--- src/rtl/ram_arb_pkg.sv ---
// ram_arb_pkg: shared types and constants for the main-RAM port arbiter.
//   ram_arb_state_t : arbiter FSM state encoding
//   RAM_AW / RAM_DW : RAM byte-address and data widths
//   sat_inc4        : 4-bit saturating increment used by the starvation guard
package ram_arb_pkg;

  localparam int RAM_AW = 21;
  localparam int RAM_DW = 32;

  typedef enum logic [1:0] {
    IDLE    = 2'd0,
    CPU_ACC = 2'd1,
    DMA_ACC = 2'd2,
    GAP     = 2'd3
  } ram_arb_state_t;

  // Increment val by one, clamping at lim.
  function automatic logic [3:0] sat_inc4(input logic [3:0] val, input logic [3:0] lim);
    if (val >= lim) begin
      return lim;
    end else begin
      return val + 4'd1;
    end
  endfunction

endpackage

--- src/rtl/ram_arb.sv ---
// ram_arb: arbiter/sequencer sharing the 2 MB main-RAM port between the V810
// CPU (decoded RAM chip-enable) and a DMA master. CPU has fixed priority; a
// starvation guard forces DMA in after STARVE_LIMIT consecutive CPU grants
// taken while DMA_REQ was pending. Every access is followed by GAP_CYCLES
// CE cycles with RAM_CEn high.
//
// Ports:
//   CLK, RESn (async, active-low), CE (clock enable for all state)
//   CPU_*  : CPU side; address/data/strobes pass straight through to the RAM
//            during a CPU access, CPU_READYn mirrors RAM_READYn
//   DMA_*  : DMA side; request is latched at grant, DMA_ACK pulses for one
//            CE cycle with DMA_DO valid
//   RAM_*  : core RAM interface
//   PERF_CPU_WAIT : CPU stall-cycle counter
//
// Optional feature macro: RAM_ARB_PERF_EN. When defined, PERF_CPU_WAIT counts
// CE cycles in which the CPU requests the RAM but is held off (saturating,
// cleared only by reset). When undefined the output is tied to zero.
module ram_arb
  import ram_arb_pkg::*;
#(
  parameter int unsigned STARVE_LIMIT = 4,
  parameter int unsigned GAP_CYCLES   = 1
) (
  input  logic              CLK,
  input  logic              RESn,
  input  logic              CE,
  input  logic              CPU_CEn,
  input  logic [RAM_AW-1:0] CPU_A,
  input  logic [RAM_DW-1:0] CPU_DI,
  input  logic              CPU_WEn,
  input  logic [3:0]        CPU_BEn,
  output logic [RAM_DW-1:0] CPU_DO,
  output logic              CPU_READYn,
  input  logic              DMA_REQ,
  input  logic [RAM_AW-1:0] DMA_A,
  input  logic [RAM_DW-1:0] DMA_DI,
  input  logic              DMA_WE,
  input  logic [3:0]        DMA_BE,
  output logic              DMA_ACK,
  output logic [RAM_DW-1:0] DMA_DO,
  output logic [RAM_AW-1:0] RAM_A,
  output logic [RAM_DW-1:0] RAM_DI,
  output logic              RAM_CEn,
  output logic              RAM_WEn,
  output logic [3:0]        RAM_BEn,
  input  logic              RAM_READYn,
  input  logic [RAM_DW-1:0] RAM_DO,
  output logic [15:0]       PERF_CPU_WAIT
);

  localparam logic [3:0] STARVE_MAX = 4'(STARVE_LIMIT);
  // GAP counts down to zero, so it is loaded with one less than its length.
  localparam logic [1:0] GAP_INIT   = 2'(GAP_CYCLES - 1);

  ram_arb_state_t    state_q;
  logic [3:0]        starve_q;
  logic [1:0]        gap_q;
  logic [RAM_AW-1:0] dma_a_q;
  logic [RAM_DW-1:0] dma_di_q;
  logic              dma_we_q;
  logic [3:0]        dma_be_q;
  logic              dma_ack_q;
  logic [RAM_DW-1:0] dma_do_q;
  logic [RAM_DW-1:0] cpu_do_q;
  logic              cpu_grant_s;

  // CPU wins in IDLE unless DMA is waiting and the starvation count is exhausted.
  assign cpu_grant_s = !CPU_CEn && (!DMA_REQ || (starve_q < STARVE_MAX));

  // Arbiter FSM with DMA request latch, starvation counter and completion registers.
  always_ff @(posedge CLK or negedge RESn) begin
    if (!RESn) begin
      state_q   <= IDLE;
      starve_q  <= 4'd0;
      gap_q     <= 2'd0;
      dma_a_q   <= '0;
      dma_di_q  <= '0;
      dma_we_q  <= 1'b0;
      dma_be_q  <= 4'h0;
      dma_ack_q <= 1'b0;
      dma_do_q  <= '0;
      cpu_do_q  <= '0;
    end else if (CE) begin
      // ACK is a single-CE-cycle pulse; it is only re-armed by a DMA completion.
      dma_ack_q <= 1'b0;
      case (state_q)
        IDLE: begin
          if (cpu_grant_s) begin
            state_q  <= CPU_ACC;
            // Only grants taken while DMA waits count towards starvation.
            starve_q <= DMA_REQ ? sat_inc4(starve_q, STARVE_MAX) : 4'd0;
          end else if (DMA_REQ) begin
            state_q  <= DMA_ACC;
            dma_a_q  <= DMA_A;
            dma_di_q <= DMA_DI;
            dma_we_q <= DMA_WE;
            dma_be_q <= DMA_BE;
          end else begin
            state_q <= IDLE;
          end
        end
        CPU_ACC: begin
          // Tracked every CE cycle so CPU_DO keeps the final value after the access.
          cpu_do_q <= RAM_DO;
          // Completion or a CPU that drops its select both close the access.
          if (!RAM_READYn || CPU_CEn) begin
            state_q <= GAP;
            gap_q   <= GAP_INIT;
          end else begin
            state_q <= CPU_ACC;
          end
        end
        DMA_ACC: begin
          if (!RAM_READYn) begin
            dma_do_q  <= RAM_DO;
            dma_ack_q <= 1'b1;
            starve_q  <= 4'd0;
            state_q   <= GAP;
            gap_q     <= GAP_INIT;
          end else begin
            state_q <= DMA_ACC;
          end
        end
        GAP: begin
          if (gap_q == 2'd0) begin
            state_q <= IDLE;
          end else begin
            gap_q <= gap_q - 2'd1;
          end
        end
        default: begin
          state_q <= IDLE;
        end
      endcase
    end
  end

  // RAM-side and CPU-side output steering; CPU accesses pass through with no added latency.
  always_comb begin
    RAM_CEn    = 1'b1;
    RAM_WEn    = 1'b1;
    RAM_BEn    = 4'hF;
    RAM_A      = '0;
    RAM_DI     = '0;
    CPU_READYn = 1'b1;
    CPU_DO     = cpu_do_q;
    case (state_q)
      CPU_ACC: begin
        RAM_CEn    = 1'b0;
        RAM_WEn    = CPU_WEn;
        RAM_BEn    = CPU_BEn;
        RAM_A      = CPU_A;
        RAM_DI     = CPU_DI;
        CPU_READYn = RAM_READYn;
        CPU_DO     = RAM_DO;
      end
      DMA_ACC: begin
        RAM_CEn = 1'b0;
        RAM_WEn = ~dma_we_q;
        RAM_BEn = ~dma_be_q;
        RAM_A   = dma_a_q;
        RAM_DI  = dma_di_q;
      end
      IDLE, GAP: begin
        RAM_CEn = 1'b1;
      end
      default: begin
        RAM_CEn = 1'b1;
      end
    endcase
  end

  assign DMA_ACK = dma_ack_q;
  assign DMA_DO  = dma_do_q;

`ifdef RAM_ARB_PERF_EN
  logic [15:0] perf_q;
  logic [15:0] perf_d;
  logic        cpu_stall_s;

  // A stall is a requesting CPU that is not in, and not about to enter, CPU_ACC.
  always_comb begin
    cpu_stall_s = !CPU_CEn && (state_q != CPU_ACC) && !((state_q == IDLE) && cpu_grant_s);
    if (cpu_stall_s && (perf_q != 16'hFFFF)) begin
      perf_d = perf_q + 16'd1;
    end else begin
      perf_d = perf_q;
    end
  end

  // Stall counter register, cleared only by reset.
  always_ff @(posedge CLK or negedge RESn) begin
    if (!RESn) begin
      perf_q <= 16'h0000;
    end else if (CE) begin
      perf_q <= perf_d;
    end
  end

  assign PERF_CPU_WAIT = perf_q;
`else
  assign PERF_CPU_WAIT = 16'h0000;
`endif

endmodule
--- config.mk ---
export PLATFORM = sky130hd
export DESIGN_NAME = ram_arb
export DESIGN_NICKNAME = d
export VERILOG_FILES = /design/src/rtl/ram_arb_pkg.sv /design/src/rtl/ram_arb.sv
export SDC_FILE = /design/constraint.sdc
export NUM_CORES = 1
export LEC_CHECK = 0
export ABC_AREA = 1
export CAP_MARGIN = 20
export CORE_MARGIN = 2
export CORE_UTILIZATION = 46
export DETAILED_ROUTE_END_ITERATION = 8
export PLACE_DENSITY = 0.95
export SKIP_CTS_REPAIR_TIMING = 1
export SLEW_MARGIN = 20
export SYNTH_ARGS = -nofsm -noshare
export SYNTH_HDL_FRONTEND = slang
export SYNTH_SLANG_ARGS = --single-unit
--- constraint.sdc ---
create_clock -name CLK -period 3.35 [get_ports CLK]
set_input_delay 1.005 -clock CLK [delete_from_list [all_inputs] [get_ports CLK]]
set_output_delay 1.005 -clock CLK [all_outputs]
set_load 0.02 [all_outputs]
==> out/results.tsv, run 1 <==
stage	metric	value	unit
outcome	outcome	complete, no violations	
clock_network	tritoncts	built	
clock_network	numCtsBuffers	17	
clock_network	cts_root_buffer	clkbuf_16	
yosys	synth-xor-area-share	0	
yosys	yosys_warnings	0	
sta	setup_violations	0	
detailed_routing	drtPass1Iterations	9	
layout	finalNetCount	1234	
critical_path	path_class	flip-flop to primary output	
detailed_routing	drtAntennaViolNets	0	
yosys	synth_top_area_share	0.495	
layout	final_area	10300	µm²
yosys	synth.yosys.seq_area_share	0.495	
sta	hold_viol	0	
critical_path	cp-end-kind	primary output	
place	place_congestion	0.832	
critical_path	crit_path_start_kind	flip-flop	
critical_path	required	2340	ps
yosys	yosysTopAreaCell	dfrtp_1	
pwr	share_comb_of_total_power	0.543	
clock_network	clk_pin_slew	60	ps
critical_path	r2r_slack	1280	ps
global_routing	first_global_vias	6396	
sta	rsz0062_at_grt	false	
detailed_routing	vias_per_cell	5.34	
place	dp_hpwl	14400	µm
clock_network	h-tree-depth	4	
yosys	yosys.area_share.simple	0.247	
place	place_area	9520	µm²
yosys	synth_top_family_by_area	simple AND/OR/NAND/NOR gates	
clock_network	cts_buffer_depth	2	
detailed_routing	avgRoutedWirePerCell	17.4	µm
clock_network	clock_latency	410	ps
sta	skew	11.8	ps
global_routing	grt_max_degree	113	
critical_path	cp_cell_sequence	inv_1 > ha_1 > inv_2 > buf_12 > a21oi_1 > o21ai_0 > dlymetal6s2s_1	
critical_path	cpPeakStageDelay	420	ps
detailed_routing	vias	6756	
sta	period_share	0.942	
layout	drive_above_1_share	0.0829	
pwr	power_frac_seq	0.275	
yosys	muxShareOfSynthArea	0.0544	
flow_run	drv_cap	0	
global_routing	grt_overflow	0	
pwr	cellPowerDensity	953	nW/µm²
yosys	synthAdderAreaFrac	0.0132	
global_routing	antenna_found_initial	0	
yosys	ys_top_cells_by_area	dfrtp_1 49%, nand2_1 18%, nand4_1 5.5%	
pwr	leakage	5.83	nW
detailed_routing	wirelength	22000	µm
global_routing	grt_pass1_wl	32300	µm
floorplanning	fp.coreArea	14000	µm²
pwr	p_int	5.56	mW
yosys	synth_compound_area_frac	0.105	
sta	worst_pin_slew	668	ps
floorplanning	die_h	124	µm
pwr	switchingPower	4.29	mW
floorplanning	die_area	15400	µm²
critical_path	worst-path-max-fanout	43	
floorplanning	die_w	124	µm
layout	fin_util	0.739	
yosys	synth_cell_types	20	
layout	fill_cells	962	
yosys	syn-cell-area	6620	µm²
pwr	p_sw_frac	0.435	
global_routing	grt_usage	0.276	
sta	post-route-min-period	3150	ps
yosys	synthCells	824	
yosys	synth_edf_count	0	
pwr	irDropWorstVdd	0.000645	V
min_path	hold_class	flip-flop to flip-flop	
clock_network	clock-sinks	131	
detailed_routing	drt-initial-drc-count	564	
yosys	ys_dominant_reg_cell	dfrtp_1	
sta	slew_headroom	0.555	
yosys	postSynthAreaPerCell	8.04	µm²
yosys	ys_ff_latch	131	
critical_path	cp_slowest_cell	dfrtp_1	
sta	fmax	317	MHz
floorplanning	rows	43	
floorplanning	num_io_pins	295	
floorplanning	start_util	0.473	
sta	slew_violations	0	
pwr	clkPwrFrac	0.182	
layout	n_antenna_cell	0	
place	io_buffers	278	
critical_path	arrival	2150	ps
detailed_routing	drc	0	
yosys	async_flop_share	1.00	
layout	area_growth	56.1	%
yosys	yosysMostFrequentCell	nand2_1	
yosys	synth_commonest_cells	317 x nand2_1, 131 x dfrtp_1, 71 x o21ai_0	
-- final timing paths --
path	startpoint	endpoint	cells after the start
max	state_q[1]	RAM_BEn[3]	7
max reg2reg	state_q[1]	dma_di_q[22]	8
min	dma_we_q	dma_we_q	2
min in group asynchronous	RESn	DMA_DO[12]	1
max in group asynchronous	RESn	dma_a_q[14]	2
min reg2reg	dma_we_q	dma_we_q	2
-- worst max-delay path, delay by kind of cell, from the launching register on --
family,cells,cell delay (ps)
AOI/OAI and AO/OA,2,140
buffers and inverters,4,860
DFF,1,420
adders and majority gates,1,270
-- routing by layer --
layer	global-route usage	up-vias	part of all wire
met5	0	-	0
met4	0.112	0	0.031
met3	0.0673	52	0.070
met2	0.471	325	0.52
met1	0.337	3220	0.38
li1	-	3159	-
-- stage by stage --
stage	total power, mW	std cells	hold WS, ps	TNS [ps]	setup slack, ps
floorplan	5.57	839	437	0	690
global placement	7.89	1234	448	-19.1	-19.1
detailed placement	8.07	1234	458	-66.0	-26.9
CTS	9.92	1266	473	-2240	-197
global route	10.4	1266	489	0	78.9
finish	9.85	1266	470	0	195
-- cell families after synthesis --
kind of cell / count (synthesis)
AO/OA/AOI/OAI: 136
adder cells (fa/ha/maj): 7
buffers and inverters: 125
flip-flops: 131
multiplexers: 32
other: 1
AND/OR/NAND/NOR: 392
-- layout by cell type (no fill, tap or decap), types with 8 or more instances in the layout --
| cell | instances |
|---|---|
| nand2_1 | 317 |
| clkdlybuf4s50_1 | 184 |
| dfrtp_1 | 130 |
| dlymetal6s2s_1 | 91 |
| o21ai_0 | 71 |
| a21oi_1 | 62 |
| nand4_1 | 58 |
| inv_1 | 45 |
| mux2_2 | 32 |
| clkbuf_16 | 17 |
| conb_1 | 16 |
| buf_4 | 9 |
| nor2_1 | 8 |
-- registers in the layout, summed over array words and instances, names as in the netlist --
name      cells
DMA_ACK       1
DMA_DO       32
cpu_do_q     32
dma_a_q      21
dma_be_q      4
dma_di_q     32
dma_we_q      1
gap_q         2
starve_q      4
state_q       2
-- power by group through the flow --
stage               registers, mW  logic, mW  clock network [mW]
global placement             2.66       5.23                   0
floorplan                    2.85       2.72                   0
global route                 2.79       5.76                1.88
finish                       2.71       5.35                1.79
CTS                          2.70       5.41                1.81
detailed placement           2.71       5.36                   0
-- layout make-up --
cell class                      count  area [µm²]  area share
Tap cell                          180         225      0.0218
Multi-Input combinational cell    583        2860       0.276
Clock inverter                     15         146      0.0142
Clock buffer                       17         425      0.0412
Inverter                           48         180      0.0174
Sequential cell                   131        3280       0.317
Timing Repair Buffer              292        3220       0.312
Note: power is estimated with default switching activity, not from simulation.
==> run 2: changes to the inputs <==
--- a/config.mk
+++ b/config.mk
@@ -9,7 +9,9 @@
 export CAP_MARGIN = 20
 export CORE_MARGIN = 2
 export CORE_UTILIZATION = 46
+export CTS_CLUSTER_DIAMETER = 200
 export DETAILED_ROUTE_END_ITERATION = 8
+export HOLD_SLACK_MARGIN = 0.1
 export PLACE_DENSITY = 0.95
 export SKIP_CTS_REPAIR_TIMING = 1
 export SLEW_MARGIN = 20
==> results of run 2 <==
Same layout as run 1: the final DEF is identical, and so are final timing and power.
==> run 3: changes to the inputs <==
--- a/config.mk
+++ b/config.mk
@@ -8,11 +8,11 @@
 export ABC_AREA = 1
 export CAP_MARGIN = 20
 export CORE_MARGIN = 2
-export CORE_UTILIZATION = 46
+export CORE_UTILIZATION = 42
 export CTS_CLUSTER_DIAMETER = 200
 export DETAILED_ROUTE_END_ITERATION = 8
 export HOLD_SLACK_MARGIN = 0.1
-export PLACE_DENSITY = 0.95
+export PLACE_DENSITY = 0.91
 export SKIP_CTS_REPAIR_TIMING = 1
 export SLEW_MARGIN = 20
 export SYNTH_ARGS = -nofsm -noshare
==> constraint.sdc (replaced) <==
create_clock -name CLK -period 3.15 [get_ports CLK]
set_input_delay 0.945 -clock CLK [delete_from_list [all_inputs] [get_ports CLK]]
set_output_delay 0.945 -clock CLK [all_outputs]
set_load 0.02 [all_outputs]
==> run 3 against run 2 <==
- via count is the same
- combinational power grew 12%
- sequential share of layout area shrank 0.77 points
- sequential power grew 6%
- utilization shrank 4.8 points
==> out/results.tsv, run 3 (synthesis results as in run 1) <==
stage	metric	value	unit	change
outcome	outcome	complete, no violations		
clock_network	cts_root_buffer	clkbuf_16		
clock_network	clk_pin_slew	60	ps	about the same
pwr	share_comb_of_total_power	0.548		+0.005
clock_network	numCtsBuffers	17		unchanged
floorplanning	fp.coreArea	15300	µm²	+9.5%
place	dp_hpwl	14700	µm	+1.9%
detailed_routing	avgRoutedWirePerCell	16.9	µm	-2.9%
critical_path	cpPeakStageDelay	420	ps	about the same
sta	worst_pin_slew	637	ps	-30.3 ps
layout	drive_above_1_share	0.107		+0.0245
floorplanning	start_util	0.432		-0.0410
layout	n_antenna_cell	0		unchanged
global_routing	grt_pass1_wl	32500	µm	+0.60%
critical_path	cp-end-kind	primary output		
global_routing	antenna_found_initial	0		unchanged
detailed_routing	vias	6756		unchanged
floorplanning	die_area	16800	µm²	+9.2%
min_path	hold_class	input port to async pin		
global_routing	grt_usage	0.250		-0.0263
critical_path	cp_cell_sequence	inv_1 > ha_4 > buf_4 > clkbuf_16 > o21ai_0 > dlymetal6s2s_1		
place	place_congestion	0.845		+1.6%
global_routing	grt_overflow	0		unchanged
floorplanning	die_w	130	µm	+4.5%
detailed_routing	drc	0		unchanged
clock_network	clock-sinks	131		unchanged
sta	rsz0062_at_grt	true		
pwr	clkPwrFrac	0.189		+0.007
detailed_routing	wirelength	22300	µm	+1.2%
clock_network	tritoncts	built		
detailed_routing	met2_length	11400	µm	-1.2%
critical_path	worst-path-max-fanout	34		-21%
sta	post-route-min-period	3080	ps	
clock_network	clock_latency	410	ps	about the same
pwr	leakage	5.90	nW	+1.1%
sta	setup_violations	0		unchanged
pwr	switchingPower	4.59	mW	+6.9%
place	io_buffers	278		unchanged
critical_path	arrival	2140	ps	about the same
detailed_routing	highest_layer	met4		
detailed_routing	vias_per_cell	5.12		-4.0%
global_routing	first_global_vias	6432		+0.56%
critical_path	cp_slowest_cell	dfrtp_1		
floorplanning	num_io_pins	295		unchanged
critical_path	worst-path-buf-inv	4		unchanged
pwr	cellPowerDensity	1030	nW/µm²	+7.9%
clock_network	h-tree-depth	4		unchanged
sta	hold_ws	429	ps	-41.5 ps
pwr	irDropWorstVdd	0.000615	V	-4.6%
sta	period_share	0.979		
sta	skew	8.54	ps	-3.26 ps
detailed_routing	drtAntennaViolNets	0		unchanged
flow_run	drv_cap	0		unchanged
layout	fin_util	0.691		-0.0476
critical_path	critPathTopFamily	buffers and inverters		
layout	finalNetCount	1256		+1.8%
global_routing	grt_max_degree	116		+2.7%
pwr	power_frac_seq	0.263		-0.012
layout	layout_commonest_cell	nand2_1		
detailed_routing	dr_wl_met3	1380	µm	-10%
layout	area_growth	59.9	%	
layout	final_cell_mix	317 x nand2_1, 184 x clkdlybuf4s50_1, 131 x dfrtp_1, 83 x dlymetal6s2s_1, 69 x o21ai_0		
sta	slew_headroom	0.575		+0.0202
critical_path	required	2200	ps	-140 ps
floorplanning	die_h	130	µm	+4.5%
critical_path	crit_path_start_kind	flip-flop		
clock_network	cts_buffer_depth	2		unchanged
sta	fmax	324	MHz	
pwr	p_int	6.31	mW	+13%
detailed_routing	wl_met1	8870	µm	+6.5%
sta	hold_viol	0		unchanged
detailed_routing	drt-initial-drc-count	536		-5.0%
floorplanning	rows	45		+4.7%
detailed_routing	drtPass1Iterations	5		-4
sta	slew_violations	0		unchanged
pwr	p_sw_frac	0.421		-0.0143
critical_path	path_class	flip-flop to primary output		
[run 3: cell count changes in the layout (fill, tap and decap cells not counted), moves of 2 or more]
| cell | before | now |
|---|---|---|
| buf_12 | 6 | 10 |
| buf_4 | 9 | 24 |
| bufinv_16 | 1 | 3 |
| clkbuf_16 | 17 | 19 |
| clkbuf_2 | 0 | 8 |
| clkinv_2 | 1 | 3 |
| clkinv_4 | 5 | 1 |
| dlymetal6s2s_1 | 91 | 83 |
| inv_6 | 6 | 4 |
| o21ai_0 | 71 | 69 |
| o21ai_1 | 1 | 3 |
[run 3: power groups by stage]
stage	sequential [mW]	clock, mW	combinational [mW]
after global placement	2.83	0	5.85
after detailed placement	2.87	0	5.98
final	2.86	2.06	5.97
after CTS	2.86	2.09	6.02
after global routing	2.96	2.17	6.41
after floorplan	3.04	0	2.89
[run 3: per-stage QoR]
step / std cells / total power [mW] / setup slack (ps) / setup TNS (ps) / instance area, µm²
finish: 1319 / 10.9 / 65.4 / 0 / 10600
global route: 1319 / 11.5 / -17.9 / -37.0 / 10600
CTS: 1314 / 11.0 / -323 / -18380 / 10300
detailed placement: 1282 / 8.85 / -162 / -3480 / 9730
global placement: 1282 / 8.68 / -175 / -2430 / 9730
floorplan: 839 / 5.93 / 550 / 0 / 6680
[run 3: final timing paths]
check	startpoint	endpoint	slack [ps]	cells past startpoint
worst max-delay path	state_q[1]	CPU_DO[14]	70	6
worst min-delay path	RESn	DMA_DO[15]	430	1
worst max register to register	state_q[0]	DMA_DO[0]	980	6
worst min register to register	dma_we_q	dma_we_q	470	2
max in group asynchronous	RESn	dma_di_q[10]	1890	2
min in group CLK	dma_we_q	dma_we_q	470	2
[run 3: worst register-to-register path, cell delays in order, from the launching register on]
cell       delay, ps
dfrtp_1          440
inv_1            140
ha_2             280
clkbuf_16        250
nand3_2          330
buf_12           300
mux2_2           310
[run 3: final cells by class]
type	instances	area [µm²]
inverter	48	180
fill	1162	4730
clock inverter	14	175
sequential	131	3280
clock buffer	18	439
multi-input combinational	583	2860
tap	211	264
timing repair buffer	314	3390
[run 3: metal layers]
metal	global-route usage	vias up
li1	-	3216
met4	0.111	0
met1	0.306	3221
met2	0.421	266
met3	0.0595	53
met5	0	-
